$ cat src/rtl/stopwatch_display_mux.sv
// Four-digit MM.SS seven-segment scanner with per-frame tear-free snapshot of the count.
// Define DISP_BLINK_EN to blink the field selected for adjustment.
module stopwatch_display_mux #(
  parameter int REFRESH_DIV = 100000,
  parameter int BLINK_DIV   = 25000000
) (
  input  logic       clk,
  input  logic       reset,
  input  logic [5:0] minutes,
  input  logic [5:0] seconds,
  input  logic       adj,
  input  logic       sel,
  output logic [3:0] an,
  output logic [6:0] seg,
  output logic       dp
);

  localparam int RW = (REFRESH_DIV > 1) ? $clog2(REFRESH_DIV) : 1;

  logic [RW-1:0] refresh_cnt_reg;
  logic [1:0]    digit_idx_reg;
  logic [5:0]    min_sync1_reg, min_sync2_reg, sec_sync1_reg, sec_sync2_reg;
  logic [5:0]    min_snap_reg, sec_snap_reg;
  logic [3:0]    an_reg, an_next;
  logic [6:0]    seg_reg, seg_next;
  logic          dp_reg, dp_next;
  logic          refresh_wrap, load_strobe, blank;

  assign refresh_wrap = (refresh_cnt_reg == RW'(REFRESH_DIV - 1));
  assign load_strobe  = (refresh_cnt_reg == '0) && (digit_idx_reg == 2'd0);

  function automatic logic [5:0] tens_of(input logic [5:0] v);
    if (v >= 6'd50)      tens_of = 6'd5;
    else if (v >= 6'd40) tens_of = 6'd4;
    else if (v >= 6'd30) tens_of = 6'd3;
    else if (v >= 6'd20) tens_of = 6'd2;
    else if (v >= 6'd10) tens_of = 6'd1;
    else                 tens_of = 6'd0;
  endfunction

  function automatic logic [6:0] seg_of(input logic [5:0] d);
    case (d)
      6'd0:    seg_of = 7'h40;
      6'd1:    seg_of = 7'h79;
      6'd2:    seg_of = 7'h24;
      6'd3:    seg_of = 7'h30;
      6'd4:    seg_of = 7'h19;
      6'd5:    seg_of = 7'h12;
      6'd6:    seg_of = 7'h02;
      6'd7:    seg_of = 7'h78;
      6'd8:    seg_of = 7'h00;
      6'd9:    seg_of = 7'h10;
      default: seg_of = 7'h7F;
    endcase
  endfunction

  // Scan counters, synchronisers and the frame snapshot
  always_ff @(posedge clk or posedge reset) begin
    if (reset) begin
      refresh_cnt_reg <= '0;
      digit_idx_reg   <= 2'd0;
      min_sync1_reg   <= '0;
      min_sync2_reg   <= '0;
      sec_sync1_reg   <= '0;
      sec_sync2_reg   <= '0;
      min_snap_reg    <= '0;
      sec_snap_reg    <= '0;
    end else begin
      min_sync1_reg <= minutes;
      min_sync2_reg <= min_sync1_reg;
      sec_sync1_reg <= seconds;
      sec_sync2_reg <= sec_sync1_reg;
      if (refresh_wrap) begin
        refresh_cnt_reg <= '0;
        digit_idx_reg   <= digit_idx_reg + 2'd1;
      end else begin
        refresh_cnt_reg <= refresh_cnt_reg + RW'(1);
      end
      // A field still settling through its synchroniser keeps last frame's value
      if (load_strobe && (min_sync1_reg == min_sync2_reg)) min_snap_reg <= min_sync2_reg;
      if (load_strobe && (sec_sync1_reg == sec_sync2_reg)) sec_snap_reg <= sec_sync2_reg;
    end
  end

`ifdef DISP_BLINK_EN
  localparam int BW = (BLINK_DIV > 1) ? $clog2(BLINK_DIV) : 1;

  logic [BW-1:0] blink_cnt_reg;
  logic          blink_phase_reg;
  logic          adj_sync1_reg, adj_sync2_reg, sel_sync1_reg, sel_sync2_reg;

  always_ff @(posedge clk or posedge reset) begin
    if (reset) begin
      blink_cnt_reg   <= '0;
      blink_phase_reg <= 1'b0;
      adj_sync1_reg   <= 1'b0;
      adj_sync2_reg   <= 1'b0;
      sel_sync1_reg   <= 1'b0;
      sel_sync2_reg   <= 1'b0;
    end else begin
      adj_sync1_reg <= adj;
      adj_sync2_reg <= adj_sync1_reg;
      sel_sync1_reg <= sel;
      sel_sync2_reg <= sel_sync1_reg;
      if (blink_cnt_reg == BW'(BLINK_DIV - 1)) begin
        blink_cnt_reg   <= '0;
        blink_phase_reg <= ~blink_phase_reg;
      end else begin
        blink_cnt_reg <= blink_cnt_reg + BW'(1);
      end
    end
  end

  // digit_idx[1] distinguishes the minutes digits (2,3) from the seconds digits (0,1)
  assign blank = adj_sync2_reg && blink_phase_reg &&
                 (sel_sync2_reg ? ~digit_idx_reg[1] : digit_idx_reg[1]);
`else
  logic unused_blink_inputs;
  assign unused_blink_inputs = &{1'b0, adj, sel};
  assign blank = 1'b0;
`endif

  always_comb begin
    logic [5:0] field_val;
    logic [5:0] tens;
    logic [5:0] ones;
    field_val = digit_idx_reg[1] ? min_snap_reg : sec_snap_reg;
    tens      = tens_of(field_val);
    ones      = field_val - (tens * 6'd10);
    an_next   = ~(4'b0001 << digit_idx_reg);
    seg_next  = seg_of(digit_idx_reg[0] ? tens : ones);
    dp_next   = (digit_idx_reg != 2'd2);
    if (field_val >= 6'd60) seg_next = 7'h3F;
    if (blank)              an_next  = 4'b1111;
  end

  always_ff @(posedge clk or posedge reset) begin
    if (reset) begin
      an_reg  <= 4'b1111;
      seg_reg <= 7'h7F;
      dp_reg  <= 1'b1;
    end else begin
      an_reg  <= an_next;
      seg_reg <= seg_next;
      dp_reg  <= dp_next;
    end
  end

  assign an  = an_reg;
  assign seg = seg_reg;
  assign dp  = dp_reg;

endmodule

$ cat config.mk
export PLATFORM = sky130hd
export DESIGN_NAME = stopwatch_display_mux
export DESIGN_NICKNAME = d
export VERILOG_FILES = /design/src/rtl/stopwatch_display_mux.sv
export SDC_FILE = /design/constraint.sdc
export NUM_CORES = 1
export LEC_CHECK = 0
export ABC_CLOCK_PERIOD_IN_PS = 9400
export CORE_AREA = 2 2 79 81
export CTS_CLUSTER_SIZE = 28
export DETAILED_ROUTE_END_ITERATION = 7
export DIE_AREA = 0 0 81 83
export GPL_TIMING_DRIVEN = 0
export MAX_ROUTING_LAYER = met4
export PLACE_DENSITY_LB_ADDON = 0.12
export SYNTH_ARGS = -nofsm -noshare
export SYNTH_HDL_FRONTEND = slang
export SYNTH_SLANG_ARGS = --single-unit
export TNS_END_PERCENT = 100
$ cat constraint.sdc
create_clock -name clk -period 9.4 [get_ports clk]
set_clock_uncertainty 0.15 [all_clocks]
set_input_delay 2.82 -clock clk [delete_from_list [all_inputs] [get_ports clk]]
set_output_delay 2.82 -clock clk [all_outputs]
set_load 0.02 [all_outputs]
### Word level (Yosys, flattened, before mapping)

Memory sizes are Yosys's and may differ from the RTL's.
Index checks and enable logic that the tools add are counted.

* register bits: 67
* ROM bits: 112
* input bits: 16
* output and inout bits: 12
* logic and storage cells: 44
* memories kept: 1

* add/sub/neg operators: 3
* multiply operators: 1
* magnitude comparators: 6
* equal/unequal tests: 4
* shift-type cells: 1
* mux-type cells: 10
* bitwise operators: 1
* reduce and logical (&&, ||, !) cells: 6

Memory list
* (no name shown): words 16, bits a word 7, rd ports 1, clocked after Yosys merged registers in 0, write ports 0, RTL line 42 `case (d)`

Operators by type and width (number)
* $ge A6 B6 Y1 const B: 3
* $add A17 B1 Y17 const B: 1
* $eq A17 B17 Y1 const B: 1
* $logic_not A17 Y1: 1
* $mux W17: 1
* $mux W7: 2
* $eq A6 B6 Y1: 2
* $ge A6 B5 Y1 const B: 2
* $mux W6: 2
* $ge A6 B4 Y1 const B: 1
* $mul A6 B3 Y5 const B: 1
* $mux W3: 2
* $sub A6 B6 Y6: 1
* $logic_not A2 Y1: 2
* $mux W2: 2
* $not A4 Y4: 1
* $shl A1 B2 Y4 const A: 1
* $logic_and A1 B1 Y1: 3
* $add A2 B1 Y2 const B: 1
* $ne A2 B2 Y1 const B: 1
* $mux W1: 1

### Depth between registers and ports, before layout

* word-level depth: 13
* gate-level depth with buffers: 14
* mapped depth without buffers: 13

### Worst setup path after synthesis

Ideal clock, no wire load.

* path type: register to output
* start: register an_reg[2], in the netlist an[2]
* end: output port an[2]
* arrival time: 0.720 ns
* required time: 6.430 ns
* path slack: 5.710 ns
* cell stages (with the launch flop): 2
* path buffers: 1
* cell sequence: dfstp_2 buf_4

RTL lines
* from (decl): RTL line 24 `logic [3:0] an_reg, an_next;`
* from (signal assigned): RTL line 143 `an_reg <= an_next;`
* to (decl): RTL line 13 `output logic [3:0] an,`

No word-level cell between the ends.

### Final worst setup path

* start: register an_reg[2], in the netlist an[2]
* end: output port an[2]

No word-level cell between the ends.

==> impl_metrics.toml <==
[layout]
drive_gt1_share_pct = 14.7
stdcell_count = 388
syn2layout_area_growth_pct = 17.7
nets = 340
largest_register_ffs = 17
antenna_cells = 0

[min_path]
hold_class = "reg -> reg"
hold_start = "min_sync1_reg[1]$_DFF_PP0_"

[global_routing]
grt_usage_pct = 18.6
grt_pass1_wl_um = 9400
gr-total-overflow = 0
grt_pass1_vias = 2042
grt_max_degree = 45
antenna_found_initial = 0

[clocking]
postCtsSetupBuffers = 0
cts_buffers = 9
cts_resized = 0
clk_latency_ns = 0.34
cts_sinks = 66
cts_htree_levels = 3
clk_pin_slew_ns = 0.07
clock_path_buffers = 2
postCtsHoldBufs = 0
cts_tree = "yes"
cts-root-buf = "clkbuf_8"

[power_and_ir_drop]
ir_drop_uv = 114
p_leak_uw = 0.00159
power_density_nw_per_um2 = 148

[placed_design]
post-dp-hpwl_um = 3700
portBuffers = 25
place_congestion = 0.820
dp.cells = 372

[die]
initial_utilization_pct = 53.3
fp-row-count = 28
die_area_um2 = 6720
die-height_um = 83
die_w_um = 81
ios = 28
core_area_um2 = 5820

[logic_synthesis]
yosys_warnings = 0
async_flop_share_pct = 100
synthCells = 271
synth_area_per_cell_um2 = 11.4
synth_seq_cells = 66
syn_nets = 303
netlist_area_um2 = 3100
synthFlopType = "dfrtp_1"
synth_enable_flop_cells = 0
ys_seq_area_share_pct = 53.7
synth_cell_types = 41

[critical_path]
start_kind = "flop"
worstSetupPathType = "reg -> out"
critical_path_arrival_ns = 1.54
startpoint = "an[2]$_DFF_PP1_"
worst-endpoint-required_ns = 6.43
end_kind = "primary output"
crit_fanout = 2
r2r_start = "digit_idx_reg[1]$_DFFE_PP0N_"

[drt]
drt-pass1-iter-count = 4
wl_per_cell_um = 13.2
totalWireLength_um = 5110
ant_nets = 0
drt_iter0_markers = 87
viasPerCell = 5.22
drc = 0
vias = 2025

[sta]
grt_setup_unrepaired = "no"
fin_crit_ns = 4.51
tns_ns = 0
hold_viol = 0
slew_headroom_pct = 57.1
period_share_pct = 48.0
finalMaxSlewViolations = 0
fmax_mhz = 222
setup_viol_count_final = 0
worst-slew-pin-transition_ns = 0.625

[status]
status = "finished, final reports clean"

[run]
cap_viol_max_count = 0
cells in the final DEF (no fill, tap or decap), types with 10 or more instances in the layout:
cell             netlist  layout
xnor2_1               19      19
clkdlybuf4s50_1        0      25
mux2_2                14      14
a21oi_1               10      10
xor2_1                11      11
inv_1                 18      17
ha_1                  15      15
dfstp_2               11      11
nand3_1               12      12
clkbuf_8               0      10
dfrtp_1               55      55
nor2_1                19      19
nand2_1               14      14
o21ai_0               14      14
where the power goes:
part           internal [µW]  switching [µW]  total [µW]
logic                   8.73            8.71        17.4
clock network            131            99.9         230
registers                290            3.65         293
kinds of logic (layout without fill, tap and decap cells):
family                   count (synthesis)  count (layout)  share of synthesized area, %
flip-flops                              66              66                          53.7
XOR/XNOR                                30              30                          8.47
AND/OR/NAND/NOR                         74              74                          12.8
buffers and inverters                   23              65                          2.94
AO/OA/AOI/OAI                           41              41                          8.03
multiplexers                            21              21                          7.34
adder cells (fa/ha/maj)                 16              16                          6.70
critical path, stage by stage, from the launching register on:
cell and delay [ns]:
dfstp_2 0.53, buf_4 0.09, clkdlybuf4s50_1 0.58
routing by layer:
metal	share of wire, %	global-route usage, %	vias up	routed length [µm]
met2	47	27.0	43	2380
met3	4.5	5.65	9	232
met4	1.7	6.32	0	86
met5	0	-	-	0
li1	-	-	1010	-
met1	47	24.9	963	2410
synth_stat cells, drive strengths merged, types with 2 or more instances:
cell,number,area [µm²]
clkbuf,2,7.51
a21oi,10,50.1
nand3,12,60.1
nor2b,3,18.8
nor2,19,71.3
o21ai,14,70.1
nand2,14,52.6
a21o,2,15.0
nor3,4,20.0
xor2,11,96.3
and2,3,18.8
xnor2,19,166
o211ai,2,15.0
buf,2,12.5
dfrtp,55,1380
ha,15,188
nor4,4,55.1
nand4,8,50.1
mux2,14,158
dfstp,11,289
and3,2,12.5
mux2i,7,70.1
a211oi,2,15.0
a31oi,4,25.0
inv,18,67.6
stage by stage:
stage | hold slack [ns] | util, % | setup WS [ns] | total power (µW) | instance area (µm²)
5_1_grt | 0.263 | 62.8 | 4.84 | 566 | 3650
3_5_place_dp | 0.233 | 59.6 | 5.24 | 316 | 3470
6_report | 0.244 | 62.8 | 4.89 | 541 | 3650
2_1_floorplan | 0.222 | - | 4.79 | 307 | 3100
3_3_place_gp | 0.225 | 59.3 | 3.76 | 315 | 3450
4_1_cts | 0.248 | 62.8 | 4.87 | 550 | 3650
cell type report:
type / count / area [µm²]
Fill cell: 509 / 2160
Inverter: 19 / 71.3
Timing Repair Buffer: 26 / 270
Clock buffer: 15 / 156
Clock inverter: 1 / 30.0
Multi-Input combinational cell: 182 / 1350
Sequential cell: 66 / 1670
Tap cell: 75 / 93.8
Buffer: 4 / 20.0
path summary, 6_finish.rpt:
path,endpoint,slack [ns],cells past startpoint
setup / recovery,an[2],4.89,2
hold / removal,min_sync2_reg[1]$_DFF_PP0_,0.24,0
setup reg to reg,seg[1]$_DFF_PP1_,5.52,12
hold reg to reg,min_sync2_reg[1]$_DFF_PP0_,0.24,0
max in group asynchronous,seg[1]$_DFF_PP1_,5.80,3
min in group asynchronous,refresh_cnt_reg[11]$_DFF_PP0_,2.66,2
No activity file was read; power rests on OpenSTA's default activity.
